<file path="src/rtl/rc4_keystream_decrypt_if.sv">
// Handshake bundle between the keystream buffer, the cipher-word producer and
// the plaintext consumer on one side and rc4_keystream_decrypt on the other.
interface rc4_keystream_decrypt_if #(
   parameter int unsigned KS_DEPTH = 16,
   parameter int unsigned NIB_W    = 4,
   parameter int unsigned WORD_W   = 32
);
   localparam int unsigned ADDR_W = $clog2(KS_DEPTH);

   logic              ks_ready;
   logic              ks_rd_en;
   logic [ADDR_W-1:0] ks_addr;
   logic [NIB_W-1:0]  ks_data;
   logic              ks_rekey;
   logic              ct_valid;
   logic              ct_ready;
   logic [WORD_W-1:0] ct_data;
   logic              pt_valid;
   logic              pt_ready;
   logic [WORD_W-1:0] pt_data;
   logic [7:0]        word_cnt;

   modport master (
      output ks_ready, ks_data, ct_valid, ct_data, pt_ready,
      input  ks_rd_en, ks_addr, ks_rekey, ct_ready, pt_valid, pt_data, word_cnt
   );

   modport slave (
      input  ks_ready, ks_data, ct_valid, ct_data, pt_ready,
      output ks_rd_en, ks_addr, ks_rekey, ct_ready, pt_valid, pt_data, word_cnt
   );
endinterface

</file>
<file path="src/rtl/rc4_keystream_decrypt.sv">
// Packs keystream nibbles into a key word, XORs it with incoming cipher words
// and hands registered plaintext downstream; requests a re-key once the buffer is spent.
module rc4_keystream_decrypt #(
   parameter int unsigned KS_DEPTH = 16,
   parameter int unsigned NIB_W    = 4,
   parameter int unsigned WORD_W   = 32
) (
   input logic                   clk,
   input logic                   reset,
   rc4_keystream_decrypt_if.slave bus
);
   localparam int unsigned PTR_W  = $clog2(KS_DEPTH);
   localparam int unsigned NIBS   = WORD_W / NIB_W;
   localparam int unsigned FCNT_W = $clog2(NIBS + 1);

   localparam logic [2:0] WAIT_KS = 3'd0;
   localparam logic [2:0] FETCH   = 3'd1;
   localparam logic [2:0] KEY_RDY = 3'd2;
   localparam logic [2:0] OUT     = 3'd3;
   localparam logic [2:0] REKEY   = 3'd4;

   logic [2:0]        state_q, state_d;
   logic [PTR_W-1:0]  rd_ptr_q, rd_ptr_d;
   logic [FCNT_W-1:0] fcnt_q, fcnt_d;
   logic [WORD_W-1:0] key_q, key_d;
   logic [WORD_W-1:0] pt_data_q, pt_data_d;
   logic              pt_valid_q, pt_valid_d;
   logic [7:0]        word_cnt_q, word_cnt_d;
   logic              first_q, first_d;
   logic              ks_prev_q;
   logic              fetch_rd;

   // FETCH spends NIBS cycles issuing reads plus one more to land the last nibble.
   assign fetch_rd = (state_q == FETCH) && (fcnt_q < FCNT_W'(NIBS));

   always_comb begin
      state_d    = state_q;
      rd_ptr_d   = rd_ptr_q;
      fcnt_d     = fcnt_q;
      key_d      = key_q;
      pt_data_d  = pt_data_q;
      pt_valid_d = pt_valid_q;
      word_cnt_d = word_cnt_q;
      first_d    = first_q;
      case (state_q)
         WAIT_KS: begin
            if (bus.ks_ready && (!ks_prev_q || first_q)) begin
               state_d = FETCH;
               fcnt_d  = '0;
               first_d = 1'b0;
            end
         end
         FETCH: begin
            // Read k returns one cycle later, when fcnt_q has advanced to k+1.
            for (int unsigned k = 0; k < NIBS; k++) begin
               if (fcnt_q == FCNT_W'(k + 1)) key_d[k*NIB_W +: NIB_W] = bus.ks_data;
            end
            if (fetch_rd) begin
               rd_ptr_d = rd_ptr_q + 1'b1;
               fcnt_d   = fcnt_q + 1'b1;
            end else begin
               state_d = KEY_RDY;
            end
         end
         KEY_RDY: begin
            if (bus.ct_valid) begin
               pt_data_d  = bus.ct_data ^ key_q;
               pt_valid_d = 1'b1;
               state_d    = OUT;
            end
         end
         OUT: begin
            if (bus.pt_ready) begin
               word_cnt_d = word_cnt_q + 1'b1;
               pt_valid_d = 1'b0;
               fcnt_d     = '0;
               state_d    = (rd_ptr_q == '0) ? REKEY : FETCH;
            end
         end
         REKEY:   state_d = WAIT_KS;
         default: state_d = WAIT_KS;
      endcase
   end

   always_ff @(posedge clk or negedge reset) begin
      if (!reset) begin
         state_q    <= WAIT_KS;
         rd_ptr_q   <= '0;
         fcnt_q     <= '0;
         key_q      <= '0;
         pt_data_q  <= '0;
         pt_valid_q <= 1'b0;
         word_cnt_q <= '0;
         first_q    <= 1'b1;
         ks_prev_q  <= 1'b0;
      end else begin
         state_q    <= state_d;
         rd_ptr_q   <= rd_ptr_d;
         fcnt_q     <= fcnt_d;
         key_q      <= key_d;
         pt_data_q  <= pt_data_d;
         pt_valid_q <= pt_valid_d;
         word_cnt_q <= word_cnt_d;
         first_q    <= first_d;
         ks_prev_q  <= bus.ks_ready;
      end
   end

   assign bus.ks_rd_en = fetch_rd;
   assign bus.ks_addr  = fetch_rd ? rd_ptr_q : '0;
   assign bus.ks_rekey = (state_q == REKEY);
   assign bus.ct_ready = (state_q == KEY_RDY);
   assign bus.pt_valid = pt_valid_q;
   assign bus.pt_data  = pt_data_q;
   assign bus.word_cnt = word_cnt_q;
endmodule

</file>
<file path="src/flat_wrapper.sv">
// flat-port wrapper written by rule: the top's interface ports become plain ports
module rc4_keystream_decrypt_flat 
#(
   parameter int unsigned KS_DEPTH = 16,
   parameter int unsigned NIB_W    = 4,
   parameter int unsigned WORD_W   = 32
)
  (clk, reset, bus_ks_ready, bus_ks_data, bus_ct_valid, bus_ct_data, bus_pt_ready, bus_ks_rd_en, bus_ks_addr, bus_ks_rekey, bus_ct_ready, bus_pt_valid, bus_pt_data, bus_word_cnt);
  rc4_keystream_decrypt_if #(.KS_DEPTH(KS_DEPTH), .NIB_W(NIB_W), .WORD_W(WORD_W)) bus_i ();
  input logic clk;
  input logic reset;
  input wire logic [$bits(bus_i.ks_ready)-1:0] bus_ks_ready;
  input wire logic [$bits(bus_i.ks_data)-1:0] bus_ks_data;
  input wire logic [$bits(bus_i.ct_valid)-1:0] bus_ct_valid;
  input wire logic [$bits(bus_i.ct_data)-1:0] bus_ct_data;
  input wire logic [$bits(bus_i.pt_ready)-1:0] bus_pt_ready;
  output wire logic [$bits(bus_i.ks_rd_en)-1:0] bus_ks_rd_en;
  output wire logic [$bits(bus_i.ks_addr)-1:0] bus_ks_addr;
  output wire logic [$bits(bus_i.ks_rekey)-1:0] bus_ks_rekey;
  output wire logic [$bits(bus_i.ct_ready)-1:0] bus_ct_ready;
  output wire logic [$bits(bus_i.pt_valid)-1:0] bus_pt_valid;
  output wire logic [$bits(bus_i.pt_data)-1:0] bus_pt_data;
  output wire logic [$bits(bus_i.word_cnt)-1:0] bus_word_cnt;
  assign bus_i.ks_ready = bus_ks_ready;
  assign bus_i.ks_data = bus_ks_data;
  assign bus_i.ct_valid = bus_ct_valid;
  assign bus_i.ct_data = bus_ct_data;
  assign bus_i.pt_ready = bus_pt_ready;
  assign bus_ks_rd_en = bus_i.ks_rd_en;
  assign bus_ks_addr = bus_i.ks_addr;
  assign bus_ks_rekey = bus_i.ks_rekey;
  assign bus_ct_ready = bus_i.ct_ready;
  assign bus_pt_valid = bus_i.pt_valid;
  assign bus_pt_data = bus_i.pt_data;
  assign bus_word_cnt = bus_i.word_cnt;
  rc4_keystream_decrypt #(.KS_DEPTH(KS_DEPTH), .NIB_W(NIB_W), .WORD_W(WORD_W)) u_core (.clk(clk), .reset(reset), .bus(bus_i));
endmodule
</file>
<file path="config.mk">
export PLATFORM = sky130hd
export DESIGN_NAME = rc4_keystream_decrypt_flat
export DESIGN_NICKNAME = d
export VERILOG_FILES = /design/src/rtl/rc4_keystream_decrypt_if.sv /design/src/rtl/rc4_keystream_decrypt.sv /design/src/flat_wrapper.sv
export SDC_FILE = /design/constraint.sdc
export NUM_CORES = 1
export LEC_CHECK = 0
export ABC_CLOCK_PERIOD_IN_PS = 2100
export CORE_ASPECT_RATIO = 1.25
export CORE_UTILIZATION = 43
export DETAILED_ROUTE_END_ITERATION = 10
export PLACE_DENSITY = 0.78
export SYNTH_ARGS = -nofsm -noshare
export SYNTH_HDL_FRONTEND = slang
export SYNTH_SLANG_ARGS = --single-unit
</file>
<file path="constraint.sdc">
create_clock -name clk -period 2.1 [get_ports clk]
set_input_delay 0.21 -clock clk [delete_from_list [all_inputs] [get_ports clk]]
set_output_delay 0.21 -clock clk [all_outputs]
set_load 0.03 [all_outputs]
</file>
Word-level counts from Yosys, hierarchy flattened
Cells that the tools add are included.

Input bits: 41. Register bits: 86. Logic and storage cells: 75.

Reduce and logical (&&, ||, !) cells: 23. Order comparisons: 1. Eq/ne operators: 17. Bitwise operators: 1. Mux-type cells: 14. Add/sub/neg operators: 3.

Operators with widths (number): $xor A32 B32 Y32 (1); $reduce_and A2 Y1 (12); $eq A4 B3 Y1 const B (4); $mux W4 (4); $mux W3 (5); $pmux W3 S4 (1); $pmux W4 S3 (1); $add A4 B1 Y4 const B (2); $add A8 B1 Y8 const B (1); $eq A4 B2 Y1 const B (2); $reduce_and A4 Y1 (2); $eq A3 B2 Y1 const B (2); $ne A2 B2 Y1 const B (3); $eq A4 B1 Y1 const B (1); $eq A4 B4 Y1 const B (1); $logic_not A4 Y1 (1); $lt A4 B4 Y1 const B (1); $ne A2 B1 Y1 const B (2); $eq A3 B1 Y1 const B (1); $eq A3 B3 Y1 const B (1); $logic_not A3 Y1 (1); $reduce_and A3 Y1 (1); $reduce_bool A3 Y1 (1); $logic_and A1 B1 Y1 (2); 5 further kinds (6).

Depth between registers and ports, before layout
Word-level depth: 5. Depth in mapped cells: 7.

Worst setup path after synthesis
No wires, ideal clock.

Path type: register -> register. Start point: register u_core.state_q[2]. End point: register u_core.pt_data_q[0] (netlist: u_core.bus.pt_data[0]). Path slack: 41 ps. Stages on the path, launching flop included: 8. Arrival time: 1981 ps. Data required time: 2023 ps. Period minus slack after synthesis: 2059 ps. Path through: dfrtp_1 > buf_6 > nor3b_1 > and2_1 > buf_4 > buf_2 > nor2_1 > a21oi_1.

Word-level cells in the longest chain between the ends: 2.

Ends and longest elaborated chain: start: declaration (line rc4_keystream_decrypt.sv:22) `logic [2:0] state_q, state_d;`; start signal: assignment (line rc4_keystream_decrypt.sv:97) `state_q <= state_d;`; $eq A3 B2 Y1; net bus_ct_ready (line flat_wrapper.sv:20) `output wire logic [$bits(bus_i.ct_ready)-1:0] bus_ct_ready;`; $reduce_and A2 Y1 (no line); end signal: assignment (line rc4_keystream_decrypt.sv:101) `pt_data_q <= pt_data_d;`; end: declaration (line rc4_keystream_decrypt.sv:26) `logic [WORD_W-1:0] pt_data_q, pt_data_d;`.

The timed path passes the listed nets, and every way through them passes these cells. A chain may end at the register's enable or synchronous reset.

Worst setup path after layout
Start point: register u_core.state_q[1]. End point: output bus_ks_addr[1].

Word-level cells in the longest chain between the ends: 3.

Ends and longest elaborated chain: $eq A3 B1 Y1 (line rc4_keystream_decrypt.sv:34) `assign fetch_rd = (state_q == FETCH) && (fcnt_q < FCNT_W'(NIBS));`; $logic_and A1 B1 Y1 (line rc4_keystream_decrypt.sv:34); $mux W4 (line rc4_keystream_decrypt.sv:110) `assign bus.ks_addr = fetch_rd ? rd_ptr_q : '0;`; end: declaration (line flat_wrapper.sv:18) `output wire logic [$bits(bus_i.ks_addr)-1:0] bus_ks_addr;`.

Every way passes these cells.

==> results.yml <==
clock_tree:
  cts_tree: "done"
  cts_max_level: 3
  clk_latency_ns: 0.35
  max-clock-path-buffers: 2
  cts_setup_buffers: 0
  clk_pin_slew_ns: 0.08
  root_buffer: "clkbuf_8"
  cts_buffers: 9
  cts_sinks: 86
worst_setup_path:
  critPathKind: "reg2out"
  cp_max_fo: 12
  cp-start-kind: "flip-flop"
  required_ns: 1.89
  end_kind: "primary output"
  worst_ep_arrival_time_ns: 1.80
detailed_routing:
  wl_um: 7300
  drc: 0
  viasPerCell: 4.71
  postRouteAntennaNets: 0
  via_count: 2527
  wl_met2_um: 3640
  wl_per_cell_um: 13.6
  wl_met1_um: 3200
  routed.top_layer: "met4"
  drt_iter0_drc: 90
  route.met3.wl_um: 315
  first_pass_iters: 4
cells_and_area:
  fillerInstances: 743
  stdcell_count: 536
  syn2layout_area_growth_pct: 31.8
  multi_input_area_mm2: 0.00159
  insertedDiodeCount: 0
  regArea_mm2: 0.00215
  postLayoutCoreUtil: 0.585
  final_cell_mix: "dfrtp_1 (84), clkdlybuf4s50_1 (80), xnor2_1 (39)"
  fin_nets: 459
  final_common_cell: "dfrtp_1"
  drive_above_1_share: 0.159
grt:
  grt_pass1_vias: 2528
  grt_overflow: 0
  antenna_found_initial: 0
  grt_max_degree: 66
  grt_pass1_wl_um: 12000
  track_usage: 0.170
pwr:
  p_switching_w: 0.00289
  power_w: 0.00771
  seq_power_share: 0.385
  p_leak_nw: 2.22
  swShare: 0.375
  internal_power_w: 0.00482
  combPwrFrac: 0.470
  powerDensity_mw_per_mm2: 1520
  irDropWorstVdd_uv: 778
  power.clock.fraction: 0.144
place:
  dp_hpwl_um: 5340
  placed_cells: 519
  gp_congestion: 0.840
  io_buffers: 88
logic_synthesis:
  synthTopCellsByArea: "dfrtp_1 (55%), xnor2_1 (8.9%), mux2_4 (6.3%)"
  synth_top_cell_area_share: 0.554
  syn-cell-area_mm2: 0.00384
  synth_warnings: 0
  synth_cell_types: 41
  synth_top_area_cell: "dfrtp_1"
  synth_edf_count: 0
  ys_seq_area_frac: 0.560
  syn-num-nets: 367
  syn_inst: 319
  ys_async_sr_fraction: 1.00
  synth_area_per_cell_um2: 12.0
  ys_seq_elements: 86
  yosys_most_used_dff: "dfrtp_1"
sta:
  finalCriticalPeriod_ns: 2.01
  relSlewSlack: 0.562
  finalSetupTns_ns: 0
  finalHoldViolCount: 0
  worst_pin_slew_ns: 0.657
  finClkSkew_ns: 0.00488
  finalMaxSlewViolations: 0
  setup_violations: 0
  timing.fmax_mhz: 498
  finalCritPeriodShare: 0.956
  rsz0062_at_grt: "no"
  holdWs_ns: 0.359
floorplanning:
  core_mm2: 0.00865
  die_w_um: 86.6
  die_h_um: 108
  start_util: 0.444
  io_pins: 89
  die-area_mm2: 0.00932
  row_count: 38
hold_path:
  min_path_type: "in2reg"
run:
  maxCapViolations: 0
run_status:
  outcome: "finished, final reports clean"
power groups by stage:
stage / clock [W] / combinational [W] / sequential (W)
6_report: 0.00111 / 0.00362 / 0.00297
5_1_grt: 0.00121 / 0.00392 / 0.00306
4_1_cts: 0.00116 / 0.00366 / 0.00297
3_5_place_dp: 0 / 0.00365 / 0.00301
3_3_place_gp: 0 / 0.00355 / 0.00297
2_1_floorplan: 0 / 0.00175 / 0.00356
Yosys cell counts (3+ instances only):
cell	number
inv_1	10
nand2_1	12
nand2_4	4
mux2_4	16
xor2_1	3
and2_1	5
nor3_1	5
dfrtp_1	85
nand2_2	3
nand3_1	5
xnor2_1	39
buf_2	7
ha_1	7
mux2_2	16
o21ai_0	5
a21oi_1	32
nor2_1	35
flip-flops by register name, summed over array words and instances (netlist names):
name                 flops
u_core.rd_ptr_q          4
u_core.state_q           3
u_core.bus.pt_valid      1
u_core.bus.word_cnt      8
u_core.bus.pt_data      32
u_core.key_q            32
u_core.first_q           1
u_core.ks_prev_q         1
u_core.fcnt_q            4
critical path, stage by stage, from the launching register on:
cell and delay [ns]:
dfrtp_1 0.50, nor4b_4 0.38, buf_4 0.23, and2_1 0.17
buf_4 0.17
layout make-up:
class	instances	area share
clock buffers	14	0.0301
clock inverters	2	0.00692
inverters	10	0.00741
multi-input cells	212	0.314
flip-flops and latches	86	0.426
well taps	120	0.0297
repair buffers	92	0.187
timing repair:
action                                 in CTS  in global routing
pin swaps                                   0                  0
endpoints found under the hold margin      50                  0
setup endpoints to repair                   2                  2
gates resized for setup                     2                  1
hold buffers                                1                  0
final timing paths:
check | start | end | slack, ns | depth (start not counted)
max | u_core.state_q[1] | bus_ks_addr[1] | 0.09 | 4
min | bus_ks_ready | u_core.ks_prev_q | 0.36 | 1
max reg2reg | u_core.state_q[1] | u_core.key_q[26] | 0.42 | 4
min reg2reg | u_core.bus.word_cnt[7] | u_core.bus.word_cnt[7] | 0.46 | 1
max in group asynchronous | reset | u_core.key_q[5] | 1.05 | 3
min in group asynchronous | reset | u_core.bus.pt_data[18] | 0.43 | 2
metal layers:
metal,track usage,vias up
met5,0,-
met4,0.0738,0
met3,0.0406,14
met2,0.279,56
met1,0.213,1198
li1,-,1259
cell families after synthesis:
family / Yosys count / share of synthesized area
simple gates: 85 / 0.118
buf+inv: 21 / 0.0267
flops: 86 / 0.560
mux: 33 / 0.112
fa+ha+maj: 7 / 0.0228
xor+xnor: 42 / 0.0957
compound gates: 45 / 0.0645
stage by stage:
step	instance area, um2	setup slack [ns]
after global routing	5060	0.00788
final	5060	0.0928
after detailed placement	4870	0.381
after floorplan	3840	0.0415
after CTS	5060	0.0609
after global placement	4870	0.403
Power figures use the tool's default switching activity.
